--- src/rtl/imem_loader_pkg.sv ---
// Shared types for the UART instruction-memory boot loader:
// loader and receiver state encodings plus the image header size.
package imem_loader_pkg;

  localparam int HDR_BYTES = 4;

  typedef enum logic [2:0] {
    IDLE,
    LEN,
    DATA,
    DONE,
    WAIT
  } loader_state_t;

  typedef enum logic [1:0] {
    RX_IDLE,
    RX_START,
    RX_BITS,
    RX_STOP
  } rx_state_t;

endpackage

--- src/rtl/uart_rx_byte.sv ---
// 8N1 UART byte receiver with its own input synchronizer; reports each
// byte with a one-cycle rx_valid, or rx_ferr when the stop bit is low.
module uart_rx_byte
  import imem_loader_pkg::*;
#(
  parameter int CLKS_PER_BIT = 868
) (
  input  logic       clk,
  input  logic       reset,
  input  logic       rxd,
  output logic       rx_valid,
  output logic       rx_ferr,
  output logic [7:0] rx_data
);

  localparam int TW = $clog2(CLKS_PER_BIT);
  localparam logic [TW-1:0] HALF = TW'(CLKS_PER_BIT / 2 - 1);
  localparam logic [TW-1:0] FULL = TW'(CLKS_PER_BIT - 1);

  rx_state_t     state, next_state;
  logic          rx_meta, rx_sync, rx_prev;
  logic [TW-1:0] timer;
  logic [2:0]    bit_idx;
  logic [7:0]    shift;
  logic          tick_half, tick_full;

  assign tick_half = (timer == HALF);
  assign tick_full = (timer == FULL);
  assign rx_data   = shift;

  // The line idles high, so the synchronizer resets to 1 to avoid a false start.
  always_ff @(posedge clk or negedge reset) begin
    if (!reset) begin
      rx_meta <= 1'b1;
      rx_sync <= 1'b1;
      rx_prev <= 1'b1;
    end else begin
      rx_meta <= rxd;
      rx_sync <= rx_meta;
      rx_prev <= rx_sync;
    end
  end

  always_ff @(posedge clk or negedge reset) begin
    if (!reset) state <= RX_IDLE;
    else        state <= next_state;
  end

  always_comb begin
    next_state = state;
    case (state)
      RX_IDLE:  if (rx_prev && !rx_sync) next_state = RX_START;
      RX_START: if (tick_half) next_state = rx_sync ? RX_IDLE : RX_BITS;
      RX_BITS:  if (tick_full && bit_idx == 3'd7) next_state = RX_STOP;
      RX_STOP:  if (tick_full) next_state = RX_IDLE;
      default:  next_state = RX_IDLE;
    endcase
  end

  always_comb begin
    rx_valid = (state == RX_STOP) && tick_full && rx_sync;
    rx_ferr  = (state == RX_STOP) && tick_full && !rx_sync;
  end

  // Timer restarts at the mid-start check so every later sample lands mid-bit.
  always_ff @(posedge clk or negedge reset) begin
    if (!reset) begin
      timer   <= '0;
      bit_idx <= '0;
      shift   <= '0;
    end else begin
      if (state == RX_IDLE || (state == RX_START && tick_half) || tick_full)
        timer <= '0;
      else
        timer <= timer + TW'(1);

      if (state == RX_START)
        bit_idx <= '0;
      else if (state == RX_BITS && tick_full)
        bit_idx <= bit_idx + 3'd1;

      if (state == RX_BITS && tick_full)
        shift <= {rx_sync, shift[7:1]};
    end
  end

endmodule

--- src/rtl/imem_uart_loader.sv ---
// Boot loader: receives a length-prefixed image over UART and writes it
// byte-lane by byte-lane into instruction RAM while the core is held.
module imem_uart_loader
  import imem_loader_pkg::*;
#(
  parameter int CLKS_PER_BIT = 868,
  parameter int IMEM_AW      = 16
) (
  input  logic               clk,
  input  logic               reset,
  input  logic               load_imem,
  input  logic               uart0_rxd,
  output logic               imem_we,
  output logic [IMEM_AW-3:0] imem_addr,
  output logic [3:0]         imem_byteen,
  output logic [31:0]        imem_wdata,
  output logic               cpu_hold,
  output logic               busy,
  output logic               load_done,
  output logic               load_err
);

  localparam logic [31:0] IMEM_BYTES = 32'd1 << IMEM_AW;

  loader_state_t state, next_state;
  logic          load_meta, load_s;
  logic          rx_valid, rx_ferr;
  logic [7:0]    rx_data;
  logic [31:0]   len, len_next, byte_cnt;
  logic [2:0]    hdr_cnt;
  logic          last_hdr, last_byte;

  uart_rx_byte #(
    .CLKS_PER_BIT(CLKS_PER_BIT)
  ) u_rx (
    .clk     (clk),
    .reset   (reset),
    .rxd     (uart0_rxd),
    .rx_valid(rx_valid),
    .rx_ferr (rx_ferr),
    .rx_data (rx_data)
  );

  always_ff @(posedge clk or negedge reset) begin
    if (!reset) begin
      load_meta <= 1'b0;
      load_s    <= 1'b0;
    end else begin
      load_meta <= load_imem;
      load_s    <= load_meta;
    end
  end

  assign len_next  = {rx_data, len[31:8]};
  assign last_hdr  = (hdr_cnt == 3'(HDR_BYTES - 1));
  assign last_byte = (byte_cnt == len - 32'd1);

  always_ff @(posedge clk or negedge reset) begin
    if (!reset) state <= IDLE;
    else        state <= next_state;
  end

  // Dropping the strap always beats a byte arriving in the same cycle.
  always_comb begin
    next_state = state;
    case (state)
      IDLE: if (load_s) next_state = LEN;
      LEN: begin
        if (!load_s)                   next_state = IDLE;
        else if (rx_ferr)              next_state = WAIT;
        else if (rx_valid && last_hdr) next_state = (len_next == 32'd0) ? DONE : DATA;
      end
      DATA: begin
        if (!load_s)                    next_state = IDLE;
        else if (rx_ferr)               next_state = WAIT;
        else if (rx_valid && last_byte) next_state = DONE;
      end
      DONE:    next_state = WAIT;
      WAIT:    if (!load_s) next_state = IDLE;
      default: next_state = IDLE;
    endcase
  end

  always_comb begin
    busy     = (state != IDLE);
    cpu_hold = (state != IDLE) | load_s;
  end

  // Bytes past the end of imem are still counted so the transfer completes.
  always_ff @(posedge clk or negedge reset) begin
    if (!reset) begin
      imem_we     <= 1'b0;
      imem_addr   <= '0;
      imem_byteen <= '0;
      imem_wdata  <= '0;
      load_done   <= 1'b0;
      load_err    <= 1'b0;
      len         <= '0;
      byte_cnt    <= '0;
      hdr_cnt     <= '0;
    end else begin
      imem_we   <= 1'b0;
      load_done <= (state == DONE);
      case (state)
        IDLE: begin
          if (load_s) begin
            byte_cnt <= '0;
            len      <= '0;
            hdr_cnt  <= '0;
            load_err <= 1'b0;
          end
        end
        LEN: begin
          if (!load_s || rx_ferr) begin
            load_err <= 1'b1;
          end else if (rx_valid) begin
            len     <= len_next;
            hdr_cnt <= hdr_cnt + 3'd1;
            if (last_hdr && len_next > IMEM_BYTES) load_err <= 1'b1;
          end
        end
        DATA: begin
          if (!load_s || rx_ferr) begin
            load_err <= 1'b1;
          end else if (rx_valid) begin
            byte_cnt <= byte_cnt + 32'd1;
            if (byte_cnt < IMEM_BYTES) begin
              imem_we     <= 1'b1;
              imem_addr   <= byte_cnt[IMEM_AW-1:2];
              imem_byteen <= 4'b0001 << byte_cnt[1:0];
              imem_wdata  <= {4{rx_data}};
            end
          end
        end
        default: ;
      endcase
    end
  end

endmodule

--- config.mk ---
export PLATFORM = sky130hd
export DESIGN_NAME = imem_uart_loader
export DESIGN_NICKNAME = d
export VERILOG_FILES = /design/src/rtl/imem_loader_pkg.sv /design/src/rtl/uart_rx_byte.sv /design/src/rtl/imem_uart_loader.sv
export SDC_FILE = /design/constraint.sdc
export NUM_CORES = 1
export LEC_CHECK = 0
export BUFFER_PORTS_ARGS = -buffer_cell sky130_fd_sc_hd__buf_2
export CORE_MARGIN = 2
export CORE_UTILIZATION = 35
export DETAILED_ROUTE_END_ITERATION = 16
export GPL_ROUTABILITY_DRIVEN = 0
export PLACE_DENSITY_LB_ADDON = 0.25
export SYNTH_ARGS = -nofsm -noshare
export SYNTH_HDL_FRONTEND = slang
export SYNTH_SLANG_ARGS = --single-unit
--- constraint.sdc ---
create_clock -name clk -period 3 [get_ports clk]
set_input_delay 0.6 -clock clk [delete_from_list [all_inputs] [get_ports clk]]
set_output_delay 0.6 -clock clk [all_outputs]
set_load 0.01 [all_outputs]
== Word level (Yosys, flattened, before mapping) ==
Index checks and enable logic that the tools add are counted.

* Output and inout port bits: 55
* Register bits: 151
* Input port bits: 4
* Word-level logic and storage cells: 125

* $add $sub $neg: 5
* Muxes and demuxes: 40
* Reductions and logical operators: 29
* Shifts and indexed selects: 1
* Magnitude comparators: 2
* Bitwise logic cells: 2
* Equal/unequal tests: 27

{| class="wikitable"
|+ Operators with widths
! kind !! number
|-
| 32-bit two-way mux || 5
|-
| 32-bit one-hot mux with 2 select lines || 2
|-
| 3-bit two-way mux || 13
|-
| 32-bit by 1-bit adder with 32-bit output (second input constant) || 1
|-
| 32-bit equality test || 1
|-
| 32-bit by 17-bit > comparator with 1-bit output (second input constant) || 1
|-
| 32-bit zero test || 1
|-
| 32-bit by 17-bit less-than comparator with 1-bit output (second input constant) || 1
|-
| 32-bit by 1-bit subtractor with 32-bit output (second input constant) || 1
|-
| 4-bit AND reduction || 5
|-
| 3-bit one-hot mux with 5 select lines || 1
|-
| 2-bit inequality test (second input constant) || 7
|-
| 10-bit by 1-bit adder with 10-bit output (second input constant) || 1
|-
| 10-bit equality test (second input constant) || 1
|-
| 10-bit by 9-bit equality test with 1-bit output (second input constant) || 1
|-
| 1-bit logical AND || 10
|-
| 1-bit two-way mux || 10
|-
| 10-bit two-way mux || 1
|-
| 2-bit two-way mux || 5
|-
| 3-bit by 2-bit equality test with 1-bit output (second input constant) || 3
|-
| 2-bit by 1-bit inequality test with 1-bit output (second input constant) || 4
|-
| 4-bit inequality test (second input constant) || 2
|-
| 2-bit one-hot mux with 4 select lines || 1
|-
| 3-bit by 1-bit adder with 3-bit output (second input constant) || 2
|-
| other kinds (17) || 26
|}

== Depth between registers and ports, before layout ==
* Word-level depth: 8
* Gate-level depth with buffers: 9
* Depth with buffers taken out: 9

== Modules after synthesis ==
From an unflattened synthesis, not the netlist that was laid out.

* Cells, all modules: 770
* Area, all modules: 7259.5 um^2

{| class="wikitable"
|+ Modules (own cells, without submodules)
! module !! seq. area each (um^2) !! area each (um^2) !! times used !! cells an instance
|-
| imem_uart_loader || 2527.4 || 5992.0 || 1 || 663
|-
| uart_rx_byte || 654.4 || 1267.5 || 1 || 107
|}

== Worst setup path after synthesis ==
OpenSTA, ideal clock, no wires.

* Path type: register to register
* Start point: register len[0]
* End point: register state[0]
* Slack: 0.628 ns
* Cell stages (with the launch flop): 9
* Path buffers: 0
* Required time: 2.935 ns
* Arrival time: 2.307 ns
* Cells stage by stage: dfrtp_1 -> inv_1 -> ha_1 -> or3b_1 -> or3_1 -> or4_1 -> a31oi_1 -> and4_1 -> a31o_1

* Cells in the longest elaborated chain, start to end: 5

{| class="wikitable"
|+ Ends and longest elaborated chain
! item !! RTL line !! RTL
|-
| start: declaration || imem_uart_loader.sv:29 || <nowiki>logic [31:0] len, len_next, byte_cnt;</nowiki>
|-
| start signal: assignment || imem_uart_loader.sv:117 || <nowiki>len <= len_next;</nowiki>
|-
| 32-bit by 1-bit subtractor with 32-bit output || imem_uart_loader.sv:56 || <nowiki>assign last_byte = (byte_cnt == len - 32'd1);</nowiki>
|-
| 32-bit equality test || imem_uart_loader.sv:56 ||
|-
| 1-bit logical AND || imem_uart_loader.sv:76 || <nowiki>else if (rx_valid && last_byte) next_state = DONE;</nowiki>
|-
| 4-bit inequality test (no line) || - ||
|-
| 4-bit AND reduction (no line) || - ||
|-
| end signal: assignment || imem_uart_loader.sv:60 || <nowiki>else state <= next_state;</nowiki>
|-
| end: declaration || imem_uart_loader.sv:25 || <nowiki>loader_state_t state, next_state;</nowiki>
|}

No other way between the ends.
A chain may end at the register's enable or synchronous reset.

== Worst setup path after layout ==
Same ends and word-level chain as after synthesis.

==> impl_metrics.env <==
export IMPL_global_routing_s_busiest_layer="met2"
export IMPL_initial_core_util=0.3533
export IMPL_number_of_buffers_and_inverters_on_the_critical_path=1
export IMPL_slowest_delay_ns=0.59
export IMPL_r2r_start="len[0]$_DFFE_PN0P_"
export IMPL_fin_worst_hold_slack_ns=0.1128
export IMPL_final_layout_size_suffix_gt1_frac=0.2064
export IMPL_worst_slack_ns=0.2941
export IMPL_netlist_top_cells_area="sky130_fd_sc_hd__dfrtp_1, sky130_fd_sc_hd__xnor2_1, sky130_fd_sc_hd__nand2_1"
export IMPL_yosys_cell_count_top_type="sky130_fd_sc_hd__dfrtp_1"
export IMPL_post_cts_buffers=0
export IMPL_synth_flop_cell="sky130_fd_sc_hd__dfrtp_1"
export IMPL_synthesis_yosys_warnings=0
export IMPL_clock_tree_htree_level_count=4
export IMPL_antenna_found_initial=0
export IMPL_cts_sinks=127
export IMPL_report_final_hold_viol_count=0
export IMPL_grt_use_met2=0.2559
export IMPL_drv_slew=0
export IMPL_post_cts_resized=0
export IMPL_postSynthNetCount=757
export IMPL_worstRegToRegCells=8
export IMPL_tritoncts="done"
export IMPL_clock_fmax_mhz=369.6
export IMPL_drt_total_wl_mm=16.65
export IMPL_path_cells="inv_1 > ha_1 > nor3b_2 > nand4_2 > or4_1 > a22oi_1 > and4_1 > a31o_1"
export IMPL_place_ws_ns=0.3327
export IMPL_synth_async_reset_ratio=1.000
export IMPL_critPathLaunchType="register"
export IMPL_leakage_nw=3.728
export IMPL_syn_avg_cell_area_um2=9.541
export IMPL_coreArea_um2=20040
export IMPL_top_level_ports=59
export IMPL_fp_dieH_um=146.2
export IMPL_global_route_usage_met3=0.03406
export IMPL_synth_ff_latch_count=127
export IMPL_post_synth_top_area_fraction=0.4383
export IMPL_setup_viol=0
export IMPL_synthesis_instances=742
export IMPL_final_min_period_over_clock_period=0.9020
export IMPL_clkLatencyLatePin_ns=0.42
export IMPL_worst_clock_skew_ns=0.008479
export IMPL_grtUsageTotal=0.1641
export IMPL_die_x_um=146.2
export IMPL_worstPathRequired_ns=3.36
export IMPL_grt_util_met1=0.2254
export IMPL_postLayoutCoreUtil=0.4057
export IMPL_worst_pin_slew_ns=0.5416
export IMPL_synth_distinct_cells=63
export IMPL_outcome="finished, final reports clean"
export IMPL_fin_total_pwr_w=0.004188
export IMPL_summed_instance_area_of_the_synthesized_netlist_um2=7079
export IMPL_wl_per_cell_um=15.78
export IMPL_initialDrtViolationCount=252
export IMPL_grt_max_degree=71
export IMPL_areaGrowthSynthToFinish_pct=14.83
export IMPL_worst_endpoint_arrival_ns=3.07
export IMPL_critPathSlowestCell="sky130_fd_sc_hd__or4_1"
export IMPL_rows=52
export IMPL_setup_worst_path_class="reg -> reg"
export IMPL_pwr_density_cell_nw_per_um2=515.2
export IMPL_drt_first_pass_iters=5
export IMPL_net_count_of_the_finished_layout=787
export IMPL_vdd_ir_drop_worst_mv=0.3285
export IMPL_cap_violations=0
export IMPL_route_antenna_remaining_nets=0
export IMPL_grt_setup_unrepaired="no"
export IMPL_synth_top_cell_by_area="sky130_fd_sc_hd__dfrtp_1"
export IMPL_reg2reg_to="state[0]$_DFFE_PN0P_"
export IMPL_crit_path_max_delay_family="simple AND/OR/NAND/NOR gates"
export IMPL_grt_overflow=0
export IMPL_dp_hpwl_mm=11.72
export IMPL_timing_slew_headroom=0.6379
export IMPL_final_period_minus_worst_setup_slack_ns=2.706
export IMPL_antenna_diode_instance_count=0
export IMPL_post_drt_via_cell_ratio=5.156
export IMPL_cts_made_buffers=17
export IMPL_critical_path_max_fanout=6
export IMPL_timing_setup_tns_ns=0
export IMPL_remaining_drc_errors=0
export IMPL_synth_yosys_seq_area_share=0.4495
export IMPL_setup_reg_to_reg_worst_slack_ns=0.29
export IMPL_ctsLongestPathBuffers=2
export IMPL_ctsRootBufferMaster="sky130_fd_sc_hd__clkbuf_16"
export IMPL_first_global_vias=5222
export IMPL_die_area_um2=21380
export IMPL_grt_pass1_wl_mm=28.01
export IMPL_worstSetupEndpointType="register"
export IMPL_synth_commonest_cells="sky130_fd_sc_hd__dfrtp_1, sky130_fd_sc_hd__nand2_1, sky130_fd_sc_hd__nor2_1"
export IMPL_cts_hold_buf=0
export IMPL_placement_io_buffers=58
export IMPL_timing_hold_worst_class="in -> async"
export IMPL_clkSlewWorstSetupHoldPaths_ns=0.06
export IMPL_routed_via_count=5440
export IMPL_synth_edff_count=0
power breakdown:
part / switching, W / total (W) / internal (W)
combinational: 0.000154 / 0.000252 / 0.0000986
sequential: 0.0000724 / 0.00186 / 0.00178
clock: 0.000785 / 0.00208 / 0.00130
sequential cells by signal (all words and copies together), names as in the netlist, named ones only:
name and count:
byte_cnt 32, len 32, imem_addr 14, u_rx.timer 10, imem_wdata 8, u_rx.rx_data 8
imem_byteen 4, hdr_cnt 3, state 3, u_rx.bit_idx 3, imem_we 1, load_done 1
load_err 1, load_meta 1, load_s 1, u_rx.rx_meta 1, u_rx.rx_prev 1, u_rx.rx_sync 1
u_rx.state 1
cell usage in the layout, fill, tap and decap left out, types with 4 or more instances in the layout:
cell                        count
sky130_fd_sc_hd__buf_2         57
sky130_fd_sc_hd__nand3_1       17
sky130_fd_sc_hd__a31oi_1        6
sky130_fd_sc_hd__xor2_1        25
sky130_fd_sc_hd__nor2_1        55
sky130_fd_sc_hd__inv_1         13
sky130_fd_sc_hd__a21oi_1       16
sky130_fd_sc_hd__xnor2_1       49
sky130_fd_sc_hd__and2_1         5
sky130_fd_sc_hd__and3_1        11
sky130_fd_sc_hd__nand2b_1       7
sky130_fd_sc_hd__nand4_1       18
sky130_fd_sc_hd__buf_4         14
sky130_fd_sc_hd__nor4_4         4
sky130_fd_sc_hd__nor2b_1        6
sky130_fd_sc_hd__nand3b_1       4
sky130_fd_sc_hd__nand2_1      101
sky130_fd_sc_hd__nor4_1        17
sky130_fd_sc_hd__and4_1         7
sky130_fd_sc_hd__nor3_1        21
sky130_fd_sc_hd__or4_1          5
sky130_fd_sc_hd__mux2_2        34
sky130_fd_sc_hd__a22o_1         4
sky130_fd_sc_hd__o21ai_0       50
sky130_fd_sc_hd__dfrtp_1      124
sky130_fd_sc_hd__clkbuf_16     17
sky130_fd_sc_hd__or3_1         15
sky130_fd_sc_hd__ha_1          11
through the flow:
stage | std cells | area (µm²)
3_3_place_gp | 1023 | 7527
4_1_cts | 1055 | 8129
3_5_place_dp | 1023 | 7527
6_report | 1055 | 8129
5_1_grt | 1055 | 8129
2_1_floorplan | 742 | 7079
how the worst max path moves through the flow:
stage,from,end,cells past startpoint
detailed placement,len[0]$_DFFE_PN0P_,state[0]$_DFFE_PN0P_,8
floorplan,len[0]$_DFFE_PN0P_,state[0]$_DFFE_PN0P_,8
global placement,len[0]$_DFFE_PN0P_,state[0]$_DFFE_PN0P_,9
finish,len[0]$_DFFE_PN0P_,state[0]$_DFFE_PN0P_,8
CTS,len[0]$_DFFE_PN0P_,state[0]$_DFFE_PN0P_,8
global route,len[0]$_DFFE_PN0P_,state[0]$_DFFE_PN0P_,8
cells by family after synthesis:
kind of cell / Yosys count / synth area share
AOI/OAI and AO/OA: 102 / 0.08731
buffers and inverters: 76 / 0.05532
xor gates and xnor gates: 74 / 0.09155
adders and majority gates: 11 / 0.01944
muxes: 36 / 0.05709
DFF: 127 / 0.4495
and+or+nand+nor: 316 / 0.2398
area by class of cell:
| cell class | count | area [µm²] |
|---|---|---|
| fill | 2017 | 11910 |
| multi-input combinational | 539 | 3517 |
| sequential | 127 | 3182 |
| clock buffer | 21 | 470.5 |
| timing repair buffer | 74 | 441.7 |
| tap | 270 | 337.8 |
| clock inverter | 11 | 131.4 |
| inverter | 13 | 48.80 |
per-layer routing:
layer  routed length (µm)  share of wire  vias to the layer above
met5                    0              0                        -
met1                 7926           0.48                     2613
met2                 7659           0.46                      153
li1                     -              -                     2648
met3                  703          0.042                       26
met4                  363          0.022                        0
worst register-to-register path, cell delays in order (launching register included):
cell	delay (ns)
sky130_fd_sc_hd__dfrtp_1	0.46
sky130_fd_sc_hd__inv_1	0.09
sky130_fd_sc_hd__ha_1	0.28
sky130_fd_sc_hd__nor3b_2	0.43
sky130_fd_sc_hd__nand4_2	0.25
sky130_fd_sc_hd__or4_1	0.59
sky130_fd_sc_hd__a22oi_1	0.19
sky130_fd_sc_hd__and4_1	0.21
sky130_fd_sc_hd__a31o_1	0.14
Power figures use the tool's default switching activity.
